### src/rtl/manual_drive_ctrl.sv
// manual_drive_ctrl
// Registered manual-transmission car controller. It owns the power state,
// the run state (NSTART/START/MOVING), the moving direction and the latched
// reverse gear. It adds hold-to-power-on, idle auto power-off, a
// clutch-guarded reverse gear, blinking turn signals and a saturating
// odometer. Every output is a flop: a decision taken on the inputs of
// cycle N becomes visible after the following rising edge.

module manual_drive_ctrl #(
  parameter int POWER_ON_HOLD = 3,   // cycles power_on must be held (>=1)
  parameter int IDLE_TIMEOUT  = 16,  // idle cycles in NSTART before power-off (>=1)
  parameter int BLINK_DIV     = 4,   // cycles per blink half-period (>=1)
  parameter int MILE_DIV      = 8,   // MOVING+throttle cycles per mile (>=1)
  parameter int MILE_W        = 8    // odometer width
) (
  input  logic              clk,
  input  logic              rst,               // asynchronous, active-low
  input  logic              power_on,
  input  logic              power_off,
  input  logic              clutch,
  input  logic              brake,
  input  logic              throttle,
  input  logic              rgs,
  input  logic              left,
  input  logic              right,
  output logic              power,
  output logic [1:0]        state,
  output logic [3:0]        moving_state,
  output logic              reverse,
  output logic              turn_left_light,
  output logic              turn_right_light,
  output logic [MILE_W-1:0] mileage
);

  // Counter widths are sized to hold the largest terminal count.
  localparam int HOLD_W  = $clog2(POWER_ON_HOLD + 1);
  localparam int IDLE_W  = $clog2(IDLE_TIMEOUT + 1);
  localparam int BLINK_W = $clog2(BLINK_DIV + 1);
  localparam int MILE_CW = $clog2(MILE_DIV + 1);

  typedef enum logic [1:0] {
    ST_NSTART = 2'b00,
    ST_START  = 2'b01,
    ST_MOVING = 2'b10
  } run_state_e;

  typedef enum logic [3:0] {
    MV_NONE    = 4'b0000,
    MV_FORWARD = 4'b0001,
    MV_BACK    = 4'b0010,
    MV_LEFT    = 4'b0100,
    MV_RIGHT   = 4'b1000
  } move_e;

  // Registered state
  logic               r_power;
  run_state_e         r_state;
  move_e              r_moving;
  logic               r_reverse;
  logic               r_left_light;
  logic               r_right_light;
  logic [MILE_W-1:0]  r_mileage;
  logic [HOLD_W-1:0]  r_hold_cnt;
  logic [IDLE_W-1:0]  r_idle_cnt;
  logic [BLINK_W-1:0] r_blink_cnt;
  logic               r_phase;
  logic [MILE_CW-1:0] r_mile_cnt;

  // Next-state values
  logic               w_power_next;
  run_state_e         w_state_next;
  move_e              w_moving_next;
  logic               w_reverse_next;
  logic               w_left_light_next;
  logic               w_right_light_next;
  logic [MILE_W-1:0]  w_mileage_next;
  logic [HOLD_W-1:0]  w_hold_next;
  logic [IDLE_W-1:0]  w_idle_next;
  logic [BLINK_W-1:0] w_blink_next;
  logic               w_phase_next;
  logic [MILE_CW-1:0] w_mile_cnt_next;

  logic w_kill;          // power-off event this cycle, whatever the cause
  logic w_idle_all_low;  // no pedal or lever touched
  logic w_blink_run;     // blink divider advances this cycle

  assign w_idle_all_low = ~(clutch | brake | throttle | rgs | left | right);

  // Direction from the gear and the turn levers; both levers mean straight on.
  function automatic move_e dir_of(input logic rev, input logic l, input logic r);
    if (rev)           return MV_BACK;
    else if (l && !r)  return MV_LEFT;
    else if (r && !l)  return MV_RIGHT;
    else               return MV_FORWARD;
  endfunction

  // Power, run state, direction, reverse gear, hold and idle counters.
  // NOTE: every signal written here gets a default first so no path leaves it
  // unassigned; otherwise synthesis would infer a latch to hold the old value.
  always_comb begin
    w_power_next   = r_power;
    w_state_next   = r_state;
    w_moving_next  = r_moving;
    w_reverse_next = r_reverse;
    w_hold_next    = '0;
    w_idle_next    = '0;
    w_kill         = 1'b0;

    if (!r_power) begin
      // Powered down: run state, direction and gear sit at their reset values.
      w_state_next   = ST_NSTART;
      w_moving_next  = MV_NONE;
      w_reverse_next = 1'b0;
      if (power_on && !power_off) begin
        if (r_hold_cnt == HOLD_W'(POWER_ON_HOLD - 1)) begin
          w_power_next = 1'b1;
        end else begin
          w_hold_next = r_hold_cnt + HOLD_W'(1);
        end
      end
    end else if (power_off) begin
      w_kill = 1'b1;
    end else begin
      unique case (r_state)
        ST_NSTART: begin
          w_moving_next = MV_NONE;
          if (throttle && !clutch) begin
            w_kill = 1'b1;                       // engine stall
          end else if (throttle && clutch && !brake && !rgs) begin
            w_state_next = ST_START;
          end else if (w_idle_all_low) begin
            if (r_idle_cnt == IDLE_W'(IDLE_TIMEOUT - 1)) begin
              w_kill = 1'b1;                     // idle auto power-off
            end else begin
              w_idle_next = r_idle_cnt + IDLE_W'(1);
            end
          end
        end

        ST_START: begin
          w_moving_next = MV_NONE;
          if (brake) begin
            w_state_next = ST_NSTART;
          end else if (!clutch && throttle) begin
            // Levers seen on the entry cycle are honoured immediately.
            w_state_next  = ST_MOVING;
            w_moving_next = dir_of(r_reverse, left, right);
          end
        end

        ST_MOVING: begin
          if (brake) begin
            w_state_next  = ST_NSTART;
            w_moving_next = MV_NONE;
          end else if (!throttle && clutch) begin
            w_state_next  = ST_START;
            w_moving_next = MV_NONE;
          end else if (rgs != r_reverse) begin
            if (!clutch) begin
              w_kill = 1'b1;                     // gear grind
            end else begin
              w_reverse_next = rgs;
              w_moving_next  = dir_of(rgs, left, right);
            end
          end else begin
            w_moving_next = dir_of(r_reverse, left, right);
          end
        end

        default: begin
          w_state_next  = ST_NSTART;
          w_moving_next = MV_NONE;
        end
      endcase
    end

    if (w_kill) begin
      w_power_next   = 1'b0;
      w_state_next   = ST_NSTART;
      w_moving_next  = MV_NONE;
      w_reverse_next = 1'b0;
      w_hold_next    = '0;
      w_idle_next    = '0;
    end
  end

  // Blink divider/phase, turn lights and odometer, driven by the decided next state.
  always_comb begin
    w_blink_next       = '0;
    w_phase_next       = 1'b1;
    w_left_light_next  = 1'b0;
    w_right_light_next = 1'b0;
    w_mile_cnt_next    = r_mile_cnt;
    w_mileage_next     = r_mileage;

    // Phase only runs while a lever is held in MOVING; otherwise it rests at 1
    // so a fresh request lights up on its first cycle.
    w_blink_run = (r_state == ST_MOVING) && (w_state_next == ST_MOVING) &&
                  w_power_next && (left || right);
    if (w_blink_run) begin
      if (r_blink_cnt == BLINK_W'(BLINK_DIV - 1)) begin
        w_phase_next = ~r_phase;
      end else begin
        w_blink_next = r_blink_cnt + BLINK_W'(1);
        w_phase_next = r_phase;
      end
    end

    // Lights follow the state the controller is about to enter.
    if (w_power_next) begin
      unique case (w_state_next)
        ST_NSTART: begin
          w_left_light_next  = 1'b1;
          w_right_light_next = 1'b1;
        end
        ST_START: begin
          w_left_light_next  = left;
          w_right_light_next = right;
        end
        ST_MOVING: begin
          w_left_light_next  = left  & r_phase;
          w_right_light_next = right & r_phase;
        end
        default: begin
          w_left_light_next  = 1'b0;
          w_right_light_next = 1'b0;
        end
      endcase
    end

    // Odometer prescaler; a cycle that powers the car off travels no distance.
    if ((r_state == ST_MOVING) && throttle && !w_kill) begin
      if (r_mile_cnt == MILE_CW'(MILE_DIV - 1)) begin
        w_mile_cnt_next = '0;
        if (r_mileage != {MILE_W{1'b1}}) begin
          w_mileage_next = r_mileage + MILE_W'(1);
        end
      end else begin
        w_mile_cnt_next = r_mile_cnt + MILE_CW'(1);
      end
    end
  end

  // State register with asynchronous active-low reset.
  // NOTE: sequential state uses non-blocking assignments so every flop samples
  // the pre-edge values, independent of statement order.
  always_ff @(posedge clk or negedge rst) begin
    if (!rst) begin
      r_power       <= 1'b0;
      r_state       <= ST_NSTART;
      r_moving      <= MV_NONE;
      r_reverse     <= 1'b0;
      r_left_light  <= 1'b0;
      r_right_light <= 1'b0;
      r_mileage     <= '0;
      r_hold_cnt    <= '0;
      r_idle_cnt    <= '0;
      r_blink_cnt   <= '0;
      r_phase       <= 1'b1;
      r_mile_cnt    <= '0;
    end else begin
      r_power       <= w_power_next;
      r_state       <= w_state_next;
      r_moving      <= w_moving_next;
      r_reverse     <= w_reverse_next;
      r_left_light  <= w_left_light_next;
      r_right_light <= w_right_light_next;
      r_mileage     <= w_mileage_next;
      r_hold_cnt    <= w_hold_next;
      r_idle_cnt    <= w_idle_next;
      r_blink_cnt   <= w_blink_next;
      r_phase       <= w_phase_next;
      r_mile_cnt    <= w_mile_cnt_next;
    end
  end

  assign power            = r_power;
  assign state            = r_state;
  assign moving_state     = r_moving;
  assign reverse          = r_reverse;
  assign turn_left_light  = r_left_light;
  assign turn_right_light = r_right_light;
  assign mileage          = r_mileage;

endmodule
### config.mk
export PLATFORM = sky130hd
export DESIGN_NAME = manual_drive_ctrl
export DESIGN_NICKNAME = d
export VERILOG_FILES = /design/src/rtl/manual_drive_ctrl.sv
export SDC_FILE = /design/constraint.sdc
export NUM_CORES = 1
export LEC_CHECK = 0
export ABC_AREA = 1
export CORE_MARGIN = 2
export CORE_UTILIZATION = 54
export DETAILED_ROUTE_END_ITERATION = 10
export GPL_TIMING_DRIVEN = 0
export PLACE_DENSITY_LB_ADDON = 0.08
export SLEW_MARGIN = 20
export SYNTH_ARGS = -nofsm -noshare
export SYNTH_HDL_FRONTEND = slang
export SYNTH_SLANG_ARGS = --single-unit
export TNS_END_PERCENT = 10
### constraint.sdc
create_clock -name clk -period 2.49 [get_ports clk]
set_input_delay 0.498 -clock clk [delete_from_list [all_inputs] [get_ports clk]]
set_output_delay 0.498 -clock clk [all_outputs]
set_load 0.03 [all_outputs]
Word level (Yosys, flattened, before mapping)

Index checks and enable logic that the tools add are counted.

Bits in writable memories: 0
Output and inout bits: 18
Bits of input ports: 10
Bits in latches: 0
Bits in read-only memories: 0
Memories kept: 0
Word-level logic and storage cells: 138
Register bits after elaboration: 33

Divide/modulo/power cells: 0
Eq/ne operators: 18
Add/sub/neg operators: 5
Reduce and logical (&&, ||, !) cells: 27
Magnitude comparators: 0
Mux-type cells: 68
$mul: 0
Shifts and indexed selects: 0
Bitwise gates (word level): 8

Operators with widths:

| cell                | count |
|---|---|
| $mux 4              | 14 |
| $mux 5              | 8 |
| $mux 1              | 26 |
| $mux 2              | 13 |
| $logic_and 1x1->1   | 13 |
| $ne 3x2->1 const B  | 3 |
| $add 8x1->8 const B | 1 |
| $logic_not 1->1     | 8 |
| $ne 8x8->1 const B  | 1 |
| $pmux 4 s2          | 1 |
| $ne 7x7->1 const B  | 1 |
| $eq 2x2->1 const B  | 3 |
| $mux 3              | 2 |
| $ne 3x1->1 const B  | 2 |
| $pmux 1 s3          | 2 |
| $pmux 2 s3          | 1 |
| $reduce_and 6->1    | 1 |
| $add 5x1->5 const B | 1 |
| $eq 5x4->1 const B  | 1 |
| $or 1x1->1          | 5 |
| $add 4x1->4 const B | 1 |
| $eq 2x1->1 const B  | 2 |
| $eq 4x3->1 const B  | 1 |
| $logic_not 2->1     | 2 |
| other kinds (12)    | 13 |

Longest topological paths before layout

Gate-level depths: netlist of run 1.

Depth after elaboration: 17
Mapped depth: 12
Gate-level depth less buffers: 12

Least setup slack after synthesis of run 1

Ideal clock, no wire load.

Path kind: register to register
Start point: reg r_reverse, in the netlist reverse
End point: reg r_mileage[7], in the netlist mileage[7]
Arrival: 1867 ps
Setup time: 119 ps
Buffers on the path: 1
Setup slack: 504 ps
Data required time: 2371 ps
Stages on the path, launching flop included: 11
Clock period less this slack: 1986 ps
Cell sequence: dfrtp_1 > inv_1 > ha_1 > inv_1 > a31oi_1 > nand2_1 > nand2_2 > nand4_4 > buf_6 > nand2_1 > o21ai_2

Longest elaborated chain between the ends: 10

RTL lines:

| element                           | line | text |
|---|---|---|
| start, declared                   | 59   | `logic r_reverse;` |
| start signal, assigned            | 265  | `r_reverse <= w_reverse_next;` |
| $ne 1x1->1                        | 158  | `end else if (rgs != r_reverse) begin` |
| $mux 1                            | 158  |  |
| $mux 1                            | 155  | `end else if (!throttle && clutch) begin` |
| $mux 1                            | 152  | `if (brake) begin` |
| $pmux 1 s2                        | 124  | `unique case (r_state)` |
| $mux 1                            | 121  | `end else if (power_off) begin` |
| $mux 1                            | 109  | `if (!r_power) begin` |
| $logic_not 1->1                   | 232  | `if ((r_state == ST_MOVING) && throttle && !w_kill) begin` |
| $logic_and 1x1->1                 | 232  |  |
| $reduce_and 3->1 (no source line) | --   |  |
| end signal, assigned              | 268  | `r_mileage <= w_mileage_next;` |
| end, declared                     | 62   | `logic [MILE_W-1:0] r_mileage;` |

No other way between the ends.
A chain may end at the register's enable or synchronous reset.

Final worst setup path of run 1

Start point: in rgs
End point: reg r_idle_cnt[1]

Longest elaborated chain between the ends: 10
Elaborated cells between the ends (all ways): 22
Those cells by class: eq/ne: 1; mux: 16; bitwise: 3; reduce/logical: 2

RTL lines:

| element                              | line | text |
|---|---|---|
| start, declared                      | 23   | `input logic rgs,` |
| $or 1x1->1 (3 in a row)              | 87   | `assign w_idle_all_low = ~(clutch \| brake \| throttle \| rgs \| left \| right);` |
| $mux 1 or $mux 5 (tied branches)     | 131  | `end else if (w_idle_all_low) begin` |
| $mux 1 or $mux 5 (tied branches)     | 129  | `end else if (throttle && clutch && !brake && !rgs) begin` |
| $mux 1 or $mux 5 (tied branches)     | 127  | `if (throttle && !clutch) begin` |
| $pmux 1 s2 or $mux 5 (tied branches) | 124  |  |
| $mux 1 or $mux 5 (tied branches)     | 121  |  |
| $mux 1 or $mux 5 (tied branches)     | 109  |  |
| $mux 5 (*)                           | 177  | `if (w_kill) begin` |
| named net w_idle_next[1]             | 78   | `logic [IDLE_W-1:0] w_idle_next;` |
| end signal, assigned                 | 270  | `r_idle_cnt <= w_idle_next;` |
| end, declared                        | 64   | `logic [IDLE_W-1:0] r_idle_cnt;` |

Mark *: on every way through the listed nets, which the timed path passes. The rest lies on a longest branch.

==> flow_summary.toml, run 1 <==
[layout]
final_common_cell = "nand2_1"
stdcell_count = 309
final_cell_mix = "nand2_1, inv_1, dfrtp_1"
register_area_um2 = 827.0
diodes = 0
nets = 286
syn_to_final_growth_pct = 21.34
design_area_mm2 = 0.002326
multi_input_area_um2 = 943.4
fillCellCount = 291
drive_gt1_frac = 0.1445
fin_util = 0.6916

[timing]
maxSlewViolCount = 0
finalWorstSetupSlack_ps = 271.8
finalHoldViolCount = 0
rsz0062_at_grt = "no"
fmax_mhz = 450.8
slew_headroom = 0.5686
skew_ps = 10.34
setup_violations = 0
finalCritPeriodShare = 0.8909
period_needed_ps = 2218
worst_hold_slack_ps = 28.28
tns_ps = 0
tightest_slew_ps = 642.2

[place]
finalWeightedCongestion = 0.8550
placedCellCount = 302
dpl_worst_slack_ps = -74.85
place_area_mm2 = 0.002267
dp_hpwl_um = 2742
port_buffers = 27

[clock_tree]
h-tree-depth = 2
cts_sinks = 33
post-cts-setup-buffers = 0
clk_pin_slew_worst_paths_ps = 100
root_buffer = "clkbuf_4"
cts_tree = "done"
clockBufferDepth = 2
cts-buffers-inserted = 5
cts.repair.resized = 0
clock_latency_ps = 350
holdBufCountCts = 0

[floorplanning]
core-area_mm2 = 0.003363
die_area_mm2 = 0.004042
start_util = 0.5699
pin_count = 28
dieWidth_um = 63.58
die_h_um = 63.58
num_rows = 21

[hold_path]
hold_class = "primary input to async pin"

[detailed_routing]
ant_nets = 0
wl_met2_um = 1656
vias = 1522
top_layer = "met4"
wl_per_cell_um = 11.46
dr.pass1.iters = 4
drt-initial-drc-count = 95
drc = 0
met1Wirelength_um = 1655
drt_wl_total_um = 3541
routed_via_density = 4.926
dr_wl_met3_um = 152

[yosys]
synth_compound_area_frac = 0.07311
synth_simple_gate_area_frac = 0.3022
yosysSeqAreaShare = 0.4315
yosys-mux-area-fraction = 0
synth.top_cell.area_share = 0.4178
synth_area_mm2 = 0.001917
syn_inst = 228
yosys-top-cells-area = "dfrtp_1, nand2_1, ha_1, inv_1, nor2_1"
synth_fp_nets = 251
yosysUniqueCellTypes = 31
synth_top_family_by_area = "simple AND/OR/NAND/NOR gates"
synth-seq-cells = 33
avgSynthCellArea_um2 = 8.407
yosysWarnings = 0
yosys.area.top_type = "dfrtp_1"
synth_fa_ha_area_frac = 0.08486
synth_xor_area_frac = 0.03198

[power_and_ir_drop]
power_uw = 924.7
powerDensity_mw_per_mm2 = 397.5
p_leak_nw = 1.090
ir_drop_mv = 0.3276

[run]
maxCapViolCount = 0

[grt]
grt.overflow.total = 0
antenna_found_initial = 0
first_global_vias = 1462
grt_max_degree = 23
grt_pass1_wl_um = 6320
track_usage = 0.2016

[setup_path]
worstPathRequired_ps = 2760
critPathLaunchType = "primary input"
critical_path_class = "primary input to flop"
cp.arrival_ps = 2490
cp_max_fo = 6
end_kind = "flop"

[run_status]
outcome = "complete, no violations"
==> cells in the mapped netlist, drive strengths merged <==
library cell,count
o31ai,1
nand2,56
buf,1
nand4,9
nor3,8
and2,1
dfstp,1
xor2,3
a31oi,1
or2,3
inv,36
o21bai,1
nand3,16
a21boi,1
dfrtp,32
nor3b,2
xnor2,4
ha,13
nor2,22
o21ai,14
a21oi,3
==> report_power, final <==
part	switching, mW	internal [mW]
logic	0.0401	0.0265
clock network	0.187	0.132
registers	0.000995	0.538
total	0.229	0.696
==> critical path, cell delays in order <==
cell and delay, ps:
clkdlybuf4s50_1 510, ha_1 380, inv_1 70, a31oi_1 320, nand3_2 240, or2_4 320
nor3b_2 160
==> cells by family after synthesis <==
kind of cell | after synthesis
and+or+nand+nor | 117
xor gates and xnor gates | 7
DFF | 33
adders and majority gates | 13
AOI/OAI and AO/OA | 21
buffers and inverters | 37
==> area by class of cell <==
type / count / area share
inverter: 36 / 0.05810
sequential: 33 / 0.3556
timing repair buffer: 28 / 0.1259
multi-input combinational: 158 / 0.4056
clock buffer: 6 / 0.02205
tap: 46 / 0.02474
clock inverter: 1 / 0.003228
buffer: 1 / 0.004841
==> state kept, by name (all words and copies together) (netlist names) <==
name / cells
r_idle_cnt: 5
turn_right_light: 1
power: 1
mileage: 8
r_blink_cnt: 3
moving_state: 4
state: 2
r_hold_cnt: 2
turn_left_light: 1
reverse: 1
r_phase: 1
r_mile_cnt: 4
==> per-layer routing <==
layer,GRT usage,vias up
met1,0.2474,689
met4,0.09511,0
met3,0.05000,7
met2,0.3316,26
met5,0,-
li1,-,800
==> final timing paths <==
check / from / endpoint / depth (start not counted) / slack [ps]
max: rgs / r_idle_cnt[1] / 7 / 270
min in group clk: r_hold_cnt[1] / r_hold_cnt[0] / 1 / 460
max reg2reg: reverse / r_idle_cnt[1] / 7 / 470
max in group asynchronous: rst / r_phase / 2 / 1970
min reg2reg: r_hold_cnt[1] / r_hold_cnt[0] / 1 / 460
min: rst / reverse / 1 / 30
(Power assumes the default switching activity.)
==> run 2: changes to the inputs <==
- CORE_UTILIZATION: 54 -> 60
- DONT_BUFFER_PORTS: not set -> 1
- SETUP_SLACK_MARGIN: not set -> 0.5
==> run 2 against run 1 <==
  * First-iteration DRC count is 11% lower
  * Critical endpoint unchanged
  * Sequential share of layout area is 3.5 points higher
  * Largest power group unchanged
  * Via count hardly changed
  * Sequential power hardly changed
  * Clock power hardly changed
  * Highest routed layer unchanged
  * Die area is 9.4% lower
  * Worst hold slack better by 260 ps
  * Utilization is 0.80 points higher
==> flow_summary.toml, run 2 (synthesis gave the netlist of run 1 again) <==
[timing]
finalWorstSetupSlack_ps = 567.5
worst_hold_slack_ps = 284.5
finalCritPeriodShare = 0.7721
finalHoldViolCount = 0
skew_ps = 9.390
fmax_mhz = 520.1
rsz0062_at_grt = "yes"
tns_ps = 0
slew_headroom = 0.5773
maxSlewViolCount = 0
tightest_slew_ps = 629.2
setup_violations = 0
period_needed_ps = 1923

[layout]
final_cell_mix = "nand2_1, inv_1, dfrtp_1"
design_area_mm2 = 0.002136
nets = 262
syn_to_final_growth_pct = 11.42
stdcell_count = 284
final_common_cell = "nand2_1"
drive_gt1_frac = 0.1958
largest_reg_flops = 8
fillCellCount = 247
fin_util = 0.6996
diodes = 0

[power_and_ir_drop]
power_uw = 906.3
ir_drop_mv = 0.3709
powerDensity_mw_per_mm2 = 424.3
p_leak_nw = 1.010

[grt]
track_usage = 0.2369
grt_pass1_wl_um = 6237
first_global_vias = 1440
grt_max_degree = 34
antenna_found_initial = 0
grt.overflow.total = 0

[detailed_routing]
drt-initial-drc-count = 85
vias = 1523
routed_via_density = 5.363
dr.pass1.iters = 5
drc = 0
wl_per_cell_um = 13.30
ant_nets = 0
drt_wl_total_um = 3777

[clock_tree]
cts_tree = "done"
clk_pin_slew_worst_paths_ps = 100
cts-buffers-inserted = 5
root_buffer = "clkbuf_4"
h-tree-depth = 2
clock_latency_ps = 340
clockBufferDepth = 2
cts_sinks = 33

[run_status]
outcome = "complete, no violations"

[setup_path]
critPathBufInv = 2
startpoint = "reverse"
regToRegEndpoint = "r_idle_cnt[1]"
end_kind = "flop"
critPathLaunchType = "flop"
r2r_slack_ps = 570
critPathSlowestCell = "dfrtp_2"
worstPathRequired_ps = 2750
cp.arrival_ps = 2180
reg2reg_from = "reverse"
crit_end = "r_idle_cnt[1]"
r2r_cells = 7
cp_max_fo = 6
path_cells = "inv_2, ha_4, inv_1, a31oi_4, nand3_2, or2_4, nor3b_2"
cp.depth = 7
critical_path_class = "flop to flop"
critPathTopFamily = "simple AND/OR/NAND/NOR gates"
slowest_delay_ps = 520

[floorplanning]
start_util = 0.6279
num_rows = 20
core-area_mm2 = 0.003053
die_h_um = 60.52
dieWidth_um = 60.52
die_area_mm2 = 0.003663
pin_count = 28

[place]
dpl_worst_slack_ps = 288.9
finalWeightedCongestion = 0.8041
placedCellCount = 272
place_area_mm2 = 0.001972
port_buffers = 0
dp_hpwl_um = 2680

[hold_path]
hold_class = "primary input to flop"
hold_depth = 2
hp-start = "left"

[run]
maxCapViolCount = 0
run 2: per-layer routing:
metal | vias to the layer above | wire length, µm | global-route usage
met5 | - | 0 | 0
met4 | 0 | 98 | 0.1118
met3 | 12 | 281 | 0.09595
met2 | 47 | 1830 | 0.3913
met1 | 714 | 1566 | 0.2691
li1 | 750 | - | -
run 2: layout make-up:
class	instances	area [µm²]	share of cell area
inverters	36	135.1	0.06327
flip-flops and latches	33	833.3	0.3902
repair buffers	4	65.06	0.03046
multi-input cells	158	973.4	0.4558
plain buffers	1	15.01	0.007030
clock buffers	8	58.81	0.02753
well taps	44	55.05	0.02578
run 2: worst register-to-register path, delay by kind of cell (launching register included):
kind	cells	cell delay, ps
and+or+nand+nor	3	670
AOI/OAI and AO/OA	1	200
buffers and inverters	2	160
DFF	1	520
adders and majority gates	1	290
run 2: what timing repair did:
action                     4_1_cts  5_1_grt
hold buffers                     2        0
hold endpoints to repair        33        0
setup buffers                    0        1
resized for setup                9        3
cloned                           1        0
pin swaps                        0        1
setup endpoints to repair       24       15
run 2: power by group:
group / total (mW) / switching (mW) / internal (mW)
Clock: 0.319 / 0.180 / 0.139
Sequential: 0.540 / 0.00245 / 0.538
Combinational: 0.0473 / 0.0313 / 0.0161
Total: 0.906 / 0.213 / 0.693
run 2: worst min-delay path by stage:
stage	endpoint	slack [ps]
finish	turn_left_light	280
detailed placement	moving_state[3]	200
global placement	moving_state[1]	200
floorplan	mileage[0]	200
global route	turn_right_light	270
CTS	turn_left_light	280
==> run 3: changes to the inputs <==
- CORE_UTILIZATION: 60 -> 56
- clock period: 2.49 -> 1.6 ns (I/O delays scaled with it)
==> run 3 against run 2 <==
  * The run now ends with negative setup slack left
  * Total power grew 72%
  * Sequential power grew 56%
  * Cell count grew 3.2%
  * Fmax grew 5.9%
==> flow_summary.toml, run 3 (synthesis gave the netlist of run 1 again) <==
[timing]
finalHoldViolCount = 0
tns_ps = -3874
fmax_mhz = 550.7
tightest_slew_ps = 390.4
finalWorstSetupSlack_ps = -215.9
finalCritPeriodShare = 1.135
maxSlewViolCount = 0
setup_violations = 27
worst_hold_slack_ps = 125.5
period_needed_ps = 1816
rsz0062_at_grt = "yes"
slew_headroom = 0.7383
skew_ps = 3.598

[floorplanning]
num_rows = 21
core-area_mm2 = 0.003311
die_h_um = 62.51
die_area_mm2 = 0.003907
pin_count = 28
dieWidth_um = 62.51
start_util = 0.5790

[run]
maxCapViolCount = 0

[setup_path]
r2r_slack_ps = -220
cp.depth = 10
critPathLaunchType = "flop"
cp_max_fo = 6
critical_path_class = "flop to flop"
cp.arrival_ps = 2040
worstPathRequired_ps = 1830
critPathTopFamily = "flip-flops"
end_kind = "flop"
r2r_cells = 10
critPathSlowestCell = "dfrtp_2"
slowest_delay_ps = 520
path_cells = "inv_2, ha_4, inv_2, a31oi_4, nand2_1, nand2_2, nand4_4, buf_4, nand2_1, o21ai_2"
critPathBufInv = 3

[grt]
grt.busiest_layer = "met2"
grt_pass1_wl_um = 6755
track_usage = 0.2143
met1_usage = 0.2729
antenna_found_initial = 0
grt_max_degree = 34
gr-usage-met3 = 0.05766
grt_util_met2 = 0.3642
grt.overflow.total = 0
first_global_vias = 1520

[place]
dpl_worst_slack_ps = -285.2
dp_hpwl_um = 2720
placedCellCount = 274
port_buffers = 0
finalWeightedCongestion = 0.8396

[layout]
multi_input_area_mm2 = 0.001032
final_cell_mix = "nand2_1, inv_1, nor2_1, dfrtp_1"
diodes = 0
stdcell_count = 293
fillCellCount = 277
register_area_um2 = 845.8
nets = 269
syn_to_final_growth_pct = 20.04
largest_reg_flops = 8
final_common_cell = "nand2_1"
drive_gt1_frac = 0.3279

[power_and_ir_drop]
power_mw = 1.562
p_int_mw = 1.239
power.share.switching = 0.2069
p_leak_nw = 1.046
p_sw_uw = 323.1
power_frac_comb = 0.051
pwr-share-clk = 0.411
ir_drop_mv = 0.4907
powerDensity_mw_per_mm2 = 678.9
seqPwrFrac = 0.538

[clock_tree]
cts_sinks = 33
clk_pin_slew_worst_paths_ps = 100
root_buffer = "clkbuf_4"
clockBufferDepth = 2
cts_tree = "done"
cts-buffers-inserted = 5
clock_latency_ps = 320
h-tree-depth = 2

[detailed_routing]
drc = 0
routed_via_density = 5.276
vias = 1546
drt_wl_total_um = 3740
dr.pass1.iters = 4
ant_nets = 0
wl_per_cell_um = 12.76
drt-initial-drc-count = 140

[run_status]
outcome = "complete, but fails checks"
violations = "negative setup slack"

[hold_path]
hold_class = "primary input to flop"
hold_depth = 2
run 3: cell types whose count changed in the layout (fill, tap and decap cells not counted), moves of 3 or more:
cell | previous run | this run
dfrtp_1 | 27 | 17
dfrtp_2 | 5 | 15
buf_4 | 1 | 6
nand2_1 | 52 | 48
nor2_1 | 21 | 17
nor2_2 | 0 | 4
inv_1 | 31 | 28
nand2_2 | 4 | 7
run 3: power by group through the flow:
stage          clock [mW]  combinational (mW)  sequential [mW]
2_1_floorplan           0              0.0408            0.857
3_3_place_gp            0              0.0471            0.857
3_5_place_dp            0              0.0488            0.857
4_1_cts             0.665              0.0797            0.840
5_1_grt             0.707              0.0911            0.841
6_report            0.642              0.0794            0.840
run 3: what timing repair did:
action                                 4_1_cts  5_1_grt
cloned                                       1        0
hold buffers                                 2        0
buffers inserted                             6        2
setup endpoints to repair                   49       49
gates resized for setup                     25       11
pin swaps                                    6        2
endpoints found under the hold margin       33        0
run 3: area by class of cell:
class / count / area share
multi-input combinational: 158 / 0.4486
sequential: 33 / 0.3676
inverter: 36 / 0.06090
timing repair buffer: 11 / 0.05438
tap: 46 / 0.02501
clock buffer: 7 / 0.02393
clock inverter: 1 / 0.01305
buffer: 1 / 0.006525
run 3: metrics by stage:
stage          utilization  instance area (µm²)
6_report            0.6950                 2301
5_1_grt             0.6950                 2301
4_1_cts             0.6822                 2258
3_5_place_dp        0.6077                 2012
3_3_place_gp        0.6077                 2012
2_1_floorplan            -                 1954
run 3: worst register-to-register path, delay by kind of cell, from the launching register on:
kind	cells	cell delay [ps]
compound gates	2	200
fa+ha+maj	1	270
flops	1	520
simple gates	4	390
buf+inv	3	330
run 3: per-layer routing:
layer,vias to the layer above,share of wire
met4,0,0.0078
met2,36,0.51
met5,-,0
met1,736,0.43
li1,769,-
met3,5,0.049
run 3: worst paths after layout:
kind,to,startpoint
max in group asynchronous,r_phase,rst
min reg2reg,r_hold_cnt[0],r_hold_cnt[1]
min in group asynchronous,r_mile_cnt[0],rst
max,mileage[1],reverse
max reg2reg,mileage[1],reverse
min,r_hold_cnt[1],power_on
==> variant: new RTL, config.mk and constraints of run 2 <==
Set the parameter `POWER_ON_HOLD` to 6 (it was 3).
--- a/src/rtl/manual_drive_ctrl.sv
+++ b/src/rtl/manual_drive_ctrl.sv
@@ -8,5 +8,5 @@
 
 module manual_drive_ctrl #(
-  parameter int POWER_ON_HOLD = 3,   // cycles power_on must be held (>=1)
+  parameter int POWER_ON_HOLD = 6,   // cycles power_on must be held (>=1)
   parameter int IDLE_TIMEOUT  = 16,  // idle cycles in NSTART before power-off (>=1)
   parameter int BLINK_DIV     = 4,   // cycles per blink half-period (>=1)
Function: changed (a bounded check fails within 4 cycles, from zero or initial values and one cycle with rst low).
==> variant against run 2 <==
  * Core utilization rose by 0.57 points
  * Power rose by 9.7%
  * Cell count rose by 4.2%
  * Wire length fell by 4.1%
  * Cell area rose by 1.6%
  * Worst setup slack improved by 0.042 ns
  * Critical path depth rose by 2
  * Sequential cell count rose by 1
  * Count of clock-buffer cells in the layout fell by 3
  * Area after synthesis rose by 2.3%
  * Clock skew barely moved
  * Sequential share of layout area rose by 0.52 points
==> variant: results (changes against run 2) <==
DP HPWL 2620 µm (-2.2%); switch share 22.0% (-1.6 points); DRT iter0 DRCs 79 (-7.1%); worst slack at placement 0.405 ns (+0.116 ns); Pleak 1.11 nW (+9.9%); status finished, final reports clean; hold wc startpoint rgs; Fillers 251 (+1.6%); GRT Resource Usage Total 22.3% (-1.4 points); Clock transition at path regs roughly 0.11 ns; Hold WC Path Type in2reg; Root Driver clkbuf_4; VDD IR max 287 µV (-23%); Max Fanout on Critical Path 5 (-1); Via Count 1541 (+1.2%); R2R cell count 9 (+2); Placed Instance Area 2020 µm² (+2.2%); wire per inst 12.2 µm (-8.0%); Max transition margin 65.5% (+7.7 points); first-pass GRT wire length 6040 µm (-3.1%); Synth top cells by count nand2_1, dfrtp_1, inv_1; drt pass-1 iters 4 (-1); RD Place Congestion 0.857 (+6.5%); Worst path max stage delay 0.50 ns (-0.02 ns); synthesized net count 263 (+4.8%); post-synthesis sequential area ratio 43.5% (+0.31 points); nets 274 (+4.6%); layout cell share with drive strength beyond 1 15.1% (-4.5 points); Final Skew 0.00940 ns (+0.0000110 ns); CP arrival 2.15 ns (-0.03 ns)
## variant: cell count changes after synthesis, sizes merged, moves of 3 or more
cell,change
inv,-3
nand4,+7
nand2,+11
nor3,-4
o21ai,-10
a21oi,+4
## variant: cells by family (layout without fill, tap and decap cells)
| family | Yosys count | in the layout | synth area share [%] |
|---|---|---|---|
| buffers and inverters | 35 | 47 | 6.89 |
| AOI/OAI and AO/OA | 15 | 15 | 4.91 |
| xor gates and xnor gates | 10 | 10 | 4.47 |
| and+or+nand+nor | 133 | 133 | 32.0 |
| DFF | 34 | 34 | 43.5 |
| adders and majority gates | 13 | 13 | 8.30 |
## variant: worst paths after layout
check	end	slack, ns
max	r_idle_cnt[1]	0.61
min	reverse	0.32
max reg2reg	r_idle_cnt[1]	0.61
min reg2reg	r_blink_cnt[0]	0.45
max in group asynchronous	r_phase	1.64
min in group asynchronous	moving_state[0]	0.59
## variant: power by group through the flow
stage	logic (mW)	clock network, mW	registers (mW)
detailed placement	0.0293	0	0.566
global placement	0.0286	0	0.566
global route	0.0534	0.427	0.555
finish	0.0455	0.394	0.555
CTS	0.0455	0.404	0.555
floorplan	0.0245	0	0.565
## variant: final cells by class
type | instances | area [µm²] | share of cell area [%]
Sequential cell | 34 | 858 | 39.5
Multi-Input combinational cell | 171 | 996 | 45.9
Clock buffer | 5 | 37.5 | 1.73
Tap cell | 44 | 55.1 | 2.54
Timing Repair Buffer | 4 | 45.0 | 2.07
Clock inverter | 3 | 40.0 | 1.84
Buffer | 2 | 15.0 | 0.692
Inverter | 33 | 124 | 5.71
## variant: metrics by stage
stage	std cells	hold WS [ns]	util, %
after CTS	294	0.312	69.1
after global routing	296	0.309	70.5
final	296	0.317	70.5
after global placement	284	0.203	65.5
after detailed placement	284	0.203	65.5
after floorplan	240	0.202	-
## variant: what timing repair did
action | in CTS | in global routing
pin swaps | 0 | 4
gates resized for setup | 2 | 12
hold buffers | 2 | 0
hold endpoints to repair | 34 | 0
setup endpoints to repair | 17 | 21
setup buffers | 0 | 2
## variant: routing by layer
layer,share of wire (%),wire [µm],global-route usage (%)
met1,44,1580,26.1
met2,50,1810,38.4
met3,4.8,175,7.56
met4,1.5,55,7.45
met5,0,0,0
